`src/rtl/ahb_pkg.sv`:
```
// ahb_pkg: AHB-Lite encodings, slave FSM states and lane helper.
// Imported by ahb_sram_slave and ahb_sram_mem.
package ahb_pkg;

    localparam logic [1:0] HTRANS_IDLE   = 2'b00;
    localparam logic [1:0] HTRANS_BUSY   = 2'b01;
    localparam logic [1:0] HTRANS_NONSEQ = 2'b10;
    localparam logic [1:0] HTRANS_SEQ    = 2'b11;

    localparam logic [1:0] HRESP_OKAY  = 2'b00;
    localparam logic [1:0] HRESP_ERROR = 2'b01;

    localparam logic [2:0] HSIZE_BYTE = 3'b000;
    localparam logic [2:0] HSIZE_HALF = 3'b001;
    localparam logic [2:0] HSIZE_WORD = 3'b010;

    typedef enum logic [1:0] {
        ST_IDLE,
        ST_WAIT,
        ST_ERR1,
        ST_ERR2
    } state_e;

    // Byte enables for a transfer of the given size at byte offset off.
    function automatic logic [3:0] lane_mask(
        input logic [2:0] size,
        input logic [1:0] off
    );
        logic [3:0] m;
        unique case (1'b1)
            (size == HSIZE_BYTE): m = 4'b0001 << off;
            (size == HSIZE_HALF): m = off[1] ? 4'b1100 : 4'b0011;
            default:              m = 4'b1111;
        endcase
        return m;
    endfunction

endpackage

```
`src/rtl/ahb_sram_mem.sv`:
```
// ahb_sram_mem: word array with byte-lane writes and async read.
// Ports: clk, rst_n, we, idx, be, wdata -> rdata (word at idx).
module ahb_sram_mem
    import ahb_pkg::*;
#(
    parameter int DEPTH = 64,
    parameter int IW    = 6
) (
    input  logic          clk,
    input  logic          rst_n,
    input  logic          we,
    input  logic [IW-1:0] idx,
    input  logic [3:0]    be,
    input  logic [31:0]   wdata,
    output logic [31:0]   rdata
);

    logic [31:0] mem [DEPTH];

    always_ff @(posedge clk or negedge rst_n) begin
        if (!rst_n) begin
            for (int i = 0; i < DEPTH; i++) begin
                mem[i] <= '0;
            end
        end else if (we) begin
            for (int b = 0; b < 4; b++) begin
                if (be[b]) begin
                    mem[idx][8*b +: 8] <= wdata[8*b +: 8];
                end
            end
        end
    end

    assign rdata = mem[idx];

endmodule

```
`src/rtl/ahb_sram_slave.sv`:
```
// ahb_sram_slave: AHB-Lite SRAM slave, two-cycle ERROR on illegal access.
// Ports: hclk, hresetn, AHB address/data inputs; hreadyout_o, hrdata_o, hresp_o.
// Macro AHB_SLAVE_WAIT_EN adds WAIT_CYCLES wait states to legal transfers.
module ahb_sram_slave
    import ahb_pkg::*;
#(
    parameter int AHB_ADDR_WIDTH = 32,
    parameter int MEM_DEPTH      = 64,
    parameter int WAIT_CYCLES    = 2
) (
    input  logic                      hclk,
    input  logic                      hresetn,
    input  logic                      hsel_i,
    input  logic [AHB_ADDR_WIDTH-1:0] haddr_i,
    input  logic [1:0]                htrans_i,
    input  logic                      hwrite_i,
    input  logic [2:0]                hsize_i,
    input  logic [2:0]                hburst_i,
    input  logic [3:0]                hprot_i,
    input  logic [31:0]               hwdata_i,
    input  logic                      hready_i,
    output logic                      hreadyout_o,
    output logic [31:0]               hrdata_o,
    output logic [1:0]                hresp_o
);

    localparam int AW = AHB_ADDR_WIDTH;
    localparam int IW = (MEM_DEPTH > 1) ? $clog2(MEM_DEPTH) : 1;

    state_e        state_q, state_d;
    logic          dphase_q, dphase_d;
    logic          write_q;
    logic [3:0]    be_q;
    logic [IW-1:0] idx_q;
    logic          accept, legal, done, we;
    logic [31:0]   rdata;
    logic          unused_ok;

    assign unused_ok = ^{hburst_i, hprot_i, (WAIT_CYCLES != 0)};

    // Only IDLE and ERR2 drive hreadyout high, so only they take a new address.
    assign accept = hsel_i & hready_i
                  & ((htrans_i == HTRANS_NONSEQ) | (htrans_i == HTRANS_SEQ))
                  & ((state_q == ST_IDLE) | (state_q == ST_ERR2));

    always_comb begin
        legal = 1'b1;
        if (hsize_i > HSIZE_WORD) legal = 1'b0;
        if (hsize_i == HSIZE_HALF && haddr_i[0]) legal = 1'b0;
        if (hsize_i == HSIZE_WORD && haddr_i[1:0] != 2'b00) legal = 1'b0;
        if ({2'b00, haddr_i[AW-1:2]} >= AW'(MEM_DEPTH)) legal = 1'b0;
    end

    // A legal data phase finishes in IDLE once any waits have elapsed.
    assign done = (state_q == ST_IDLE) & dphase_q;
    assign we   = done & write_q;

`ifdef AHB_SLAVE_WAIT_EN
    localparam int CW = (WAIT_CYCLES > 1) ? $clog2(WAIT_CYCLES + 1) : 1;
    logic [CW-1:0] cnt_q, cnt_d;

    always_ff @(posedge hclk or negedge hresetn) begin
        if (!hresetn) cnt_q <= '0;
        else          cnt_q <= cnt_d;
    end
`endif

    always_comb begin
        state_d     = state_q;
        dphase_d    = 1'b0;
        hreadyout_o = 1'b1;
        hresp_o     = HRESP_OKAY;
`ifdef AHB_SLAVE_WAIT_EN
        cnt_d       = cnt_q;
`endif
        unique case (state_q)
            ST_IDLE, ST_ERR2: begin
                if (state_q == ST_ERR2) begin
                    hresp_o = HRESP_ERROR;
                    state_d = ST_IDLE;
                end
                if (accept) begin
                    if (!legal) begin
                        state_d = ST_ERR1;
                    end else begin
                        dphase_d = 1'b1;
`ifdef AHB_SLAVE_WAIT_EN
                        if (WAIT_CYCLES > 0) begin
                            state_d = ST_WAIT;
                            cnt_d   = CW'(WAIT_CYCLES - 1);
                        end
`endif
                    end
                end
            end
`ifdef AHB_SLAVE_WAIT_EN
            ST_WAIT: begin
                hreadyout_o = 1'b0;
                dphase_d    = 1'b1;
                if (cnt_q == '0) state_d = ST_IDLE;
                else             cnt_d   = cnt_q - 1'b1;
            end
`endif
            ST_ERR1: begin
                hreadyout_o = 1'b0;
                hresp_o     = HRESP_ERROR;
                state_d     = ST_ERR2;
            end
            default: state_d = ST_IDLE;
        endcase
    end

    always_ff @(posedge hclk or negedge hresetn) begin
        if (!hresetn) begin
            state_q  <= ST_IDLE;
            dphase_q <= 1'b0;
            write_q  <= 1'b0;
            be_q     <= '0;
            idx_q    <= '0;
        end else begin
            state_q  <= state_d;
            dphase_q <= dphase_d;
            if (accept) begin
                write_q <= hwrite_i;
                be_q    <= lane_mask(hsize_i, haddr_i[1:0]);
                idx_q   <= haddr_i[IW+1:2];
            end
        end
    end

    ahb_sram_mem #(
        .DEPTH (MEM_DEPTH),
        .IW    (IW)
    ) u_mem (
        .clk   (hclk),
        .rst_n (hresetn),
        .we    (we),
        .idx   (idx_q),
        .be    (be_q),
        .wdata (hwdata_i),
        .rdata (rdata)
    );

    assign hrdata_o = (done & ~write_q) ? rdata : '0;

endmodule

```
`config.mk`:
```
export PLATFORM = sky130hd
export DESIGN_NAME = ahb_sram_slave
export DESIGN_NICKNAME = d
export VERILOG_FILES = /design/src/rtl/ahb_pkg.sv /design/src/rtl/ahb_sram_mem.sv /design/src/rtl/ahb_sram_slave.sv
export SDC_FILE = /design/constraint.sdc
export NUM_CORES = 2
export LEC_CHECK = 0
export CAP_MARGIN = 15
export CORE_AREA = 4 4 478 575
export DETAILED_ROUTE_END_ITERATION = 6
export DIE_AREA = 0 0 482 579
export GPL_ROUTABILITY_DRIVEN = 0
export GPL_TIMING_DRIVEN = 0
export PLACE_DENSITY = 0.58
export SLEW_MARGIN = 30
export SYNTH_ARGS = -nofsm -noshare
export SYNTH_HDL_FRONTEND = slang
export SYNTH_SLANG_ARGS = --single-unit
export TNS_END_PERCENT = 100
```
`constraint.sdc`:
```
create_clock -name hclk -period 2.9 [get_ports hclk]
set_input_delay 0.58 -clock hclk [delete_from_list [all_inputs] [get_ports hclk]]
set_output_delay 0.58 -clock hclk [all_outputs]
set_load 0.05 [all_outputs]
```
==> results.md <==
Clocking:
- TritonCTS built the clock tree.
- The number of CTS-inserted buffers is 214.
- The maximum level of the CTS H-tree is 4.
- The buffer levels on the longest clock path is 4.
- The clock drives ~2100 sinks.
- The clock slew seen by the registers of the worst setup and hold paths is approximately 70 ps.
- The clock insertion delay at the later pin of the skew report is 930 ps.
- The cell sitting at the root of the clock tree is a sky130_fd_sc_hd__clkbuf_16.

Critical path:
- The critical path class is flop to primary output.
- The worst register-to-register path begins at idx_q[1].
- The endpoint of the lowest-slack register-to-register path is u_mem.mem[1010].
- The worst setup path is launched from a flop.
- The maximum net fanout on the critical path is 10.
- The worst setup slack for register-to-register paths is -410 ps.
- STA puts the critical path data arrival time at a little over 4000 ps.
- For the worst flop-to-flop path, the logic depth is 8.
- At the worst endpoint, the required time is 2320 ps.
- The critical path endpoint category is a primary output.

Routing:
- The met3 wire length is 46.1 mm.
- In the routed design, unresolved DRC markers number 0.
- The length of routed wiring on met1 is 152 mm.
- The total wire length after detailed routing is around 440 mm.
- In this run, the number of DRC markers left after iteration 0 of detailed routing was 9195.
- The highest routing layer actually used is met5.
- The post-route antenna net violation count is 0.
- Using the TritonRoute via totals, the vias-per-cell ratio works out to 6.30.
- The routed layout has 70700 vias.
- The total iterations of the first detailed-routing run is 6.
- The routed length on met2 is 191 mm.
- In the final routed layout, each cell accounts on average for 39.1 um.

Global routing:
- The first global-routing pass estimated 589 mm of wire.
- Global routing finished with a remaining overflow of 0.
- Global routing consumed, over all layers together, 30.6% of the routing resources.
- The largest net degree at the start of global routing is ~130.
- The number of global-route vias before repair came to 70100.
- The initial antenna violation count is 46.

Final layout:
- The most common cell after layout, fill and taps aside is sky130_fd_sc_hd__dfrtp_1.
- After the last flow step, the layout net total stands at 7535.
- The finished cells cover 0.115 mm^2.
- In the layout the commonest cells are sky130_fd_sc_hd__dfrtp_1, sky130_fd_sc_hd__mux2_2, sky130_fd_sc_hd__a221oi_1.
- Relative to the synthesized area, the layout overhead comes to 23.0%.
- The final instance count without filler cells is 11200.
- The fraction of layout instances using a drive strength above 1 is between 40 and 50%.

Pwr:
- In this run switching power makes up 43.0% of total power.
- The part of the power in the clock network is 27.7%.
- The total power draw is a little over 0.1 W.
- The relative contribution of combinational cells to total power is between 40 and 50%.
- The sequential power share is 29.4%.
- IR analysis of the VDD net gives a maximum drop of 0.00123 V.
- The power per unit of standard cell area is between 800 and 900 mW/mm^2.
- The net switching power is roughly 0.044 W.
- The reported leakage power is 50.1 nW.
- Internal power comes to slightly below 0.06 W.

Timing:
- Setup slack on the critical path of the routed design comes to -1740 ps.
- The final-report max-slew violation count is 0.
- The max-slew headroom at the worst pin is 3.64%.
- Setup violations remaining at the end of the flow were counted as 991.
- Subtracting the final worst setup slack from the clock period gives 4640 ps.
- The share of the clock period used by the worst path after layout is 160%.
- The number of endpoints with negative hold slack in the final report is 114.
- Hold timing on the final database bottoms out at a slack of -234 ps.
- Static timing analysis puts the maximum clock frequency at 215 MHz.
- The measured slew at the worst slew-check pin is 1450 ps.
- Setup repair after global routing could not meet its margin everywhere.
- On the final layout, the worst clock skew is 76.2 ps.

Status:
- The checks that failed: negative hold slack, negative setup slack.
- The flow ran to the end, but the final reports show violations.

Synth:
- The count of flip-flops with a built-in enable after synthesis is 0.
- The number of nets handed over by synthesis was 7028.
- The average instance in the mapped netlist occupies roughly 14 um^2.
- For this run, the register share of the synthesized area comes to 55.0%.
- In this run, distinct cell masters in the synthesized netlist total 67.
- The number of instances in the synthesized netlist is 6942.
- The number of warnings issued by yosys is 0.
- The post-synthesis cell area is 0.0938 mm^2.
- In the synthesized netlist the dominant register cell turns out to be sky130_fd_sc_hd__dfrtp_1.
- For this run, asynchronously set or reset flops after synthesis account for 100%.
- The synthesis-stage register bit count is just over 2000.

Floorplan:
- Measured along the y axis, the die boundary spans about 580 um.
- The top-level port count is ~120.
- The core area is ~0.27 mm^2.
- The overall die width is 482 um.
- The number of cell rows is ~210.
- For this configuration, the core starts out at a cell density of 34.8%.
- The overall die area is ~0.28 mm^2.

Job:
- The tool flagged a number of max-cap violations equal to 0.

Placed design:
- Including well taps, the total number of placed cells is 10600.
- The count of input and output buffers is 74.
- The HPWL reported at the end of detailed placement is between 300 and 400 mm.
- In this run the cell area measured after placement is 0.101 mm^2.

Min path:
- The path class of the tightest hold or removal check is input port to async pin.
[cell type report]
type,instances,area (um^2)
Clock inverter,55,616
Timing Repair Buffer,296,4440
Multi-Input combinational cell,4285,42900
Buffer,582,4820
Sequential cell,2062,51600
Inverter,8,40.0
Tap cell,3587,4490
Fill cell,24400,154000
Clock buffer,318,6350
Antenna cell,38,95.1
[critical path, stage by stage (launching register included)]
cell	delay (ps)
sky130_fd_sc_hd__dfrtp_2	460
sky130_fd_sc_hd__buf_2	320
sky130_fd_sc_hd__inv_6	130
sky130_fd_sc_hd__clkbuf_2	380
sky130_fd_sc_hd__a221oi_1	410
sky130_fd_sc_hd__o22ai_1	230
sky130_fd_sc_hd__a2111oi_4	750
sky130_fd_sc_hd__a31oi_4	240
sky130_fd_sc_hd__buf_6	210
[power by group through the flow]
stage               logic, W  registers (W)  clock network [W]
floorplan             0.0142         0.0302                  0
global placement      0.0324         0.0305                  0
detailed placement    0.0341         0.0304                  0
CTS                   0.0386         0.0299             0.0283
global route          0.0426         0.0299             0.0294
finish                0.0436         0.0299             0.0282
[state kept, by name, indices dropped and copies added (netlist names)]
| name | flops |
|---|---|
| be_q | 4 |
| dphase_q | 1 |
| idx_q | 6 |
| state_q | 2 |
| u_mem.mem | 2048 |
| write_q | 1 |
[stage by stage]
step	util (%)	TNS (ps)	setup slack, ps	hold WS (ps)
after CTS	41.2	-388470	-1590	-187
final	42.8	-127570	-1740	-234
after floorplan	-	-27.9	-27.9	284
after global placement	36.9	-	-91180	466
after detailed placement	37.4	-1722710	-2690	474
after global routing	42.8	-73320	-1650	-170
[worst max path at each step]
stage | from | to | slack, ps
final | idx_q[1] | hrdata_o[6] | -1740
after global routing | idx_q[1] | hrdata_o[20] | -1650
after CTS | idx_q[1] | hrdata_o[20] | -1590
after detailed placement | idx_q[2] | hrdata_o[13] | -2690
after global placement | hresetn | u_mem.mem[342] | -91180
after floorplan | idx_q[5] | hrdata_o[10] | -30
[cells by family after synthesis]
kind of cell             Yosys count  share of synthesized area (%)
AO/OA/AOI/OAI                   1258                           10.2
AND/OR/NAND/NOR                  675                           3.66
other                              1                        0.00400
buffers and inverters            595                           2.68
adder cells (fa/ha/maj)            5                         0.0667
flip-flops                      2062                           55.0
multiplexers                    2346                           28.4
[synth_stat cells, drive strengths merged, types with 8 or more instances]
cell type / instances / area (um^2)
mux2: 2119 / 23900
dfrtp: 2062 / 51600
a221oi: 391 / 3420
clkbuf: 366 / 1370
nor2: 342 / 1750
a22oi: 251 / 1880
nand2: 236 / 968
buf: 221 / 1110
mux2i: 187 / 1870
o21ai: 114 / 571
o22ai: 113 / 707
a21oi: 106 / 531
a22o: 85 / 744
a31oi: 41 / 257
mux4: 40 / 901
nor3: 25 / 223
o221ai: 22 / 193
a221o: 17 / 170
a2111oi: 15 / 196
and4: 15 / 131
o22a: 15 / 131
o2bb2ai: 15 / 131
o31ai: 15 / 113
a32oi: 14 / 123
o21a: 14 / 105
a211o: 13 / 114
inv: 8 / 30.0
nor2b: 8 / 50.1
nor4: 8 / 50.1
[routing by layer]
| metal | vias up | GRT usage, % |
|---|---|---|
| met5 | - | 0.0855 |
| met4 | 16 | 28.2 |
| met3 | 1797 | 10.2 |
| met2 | 4808 | 45.2 |
| met1 | 36900 | 34.8 |
| li1 | 27200 | - |
[timing repair]
item	4_1_cts	5_1_grt
hold endpoints to repair	114	114
gates resized for setup	1002	517
setup endpoints to repair	2083	2294
cloned	2	3
pin swaps	72	154
setup buffers	32	140
Power figures use the tool's default switching activity.
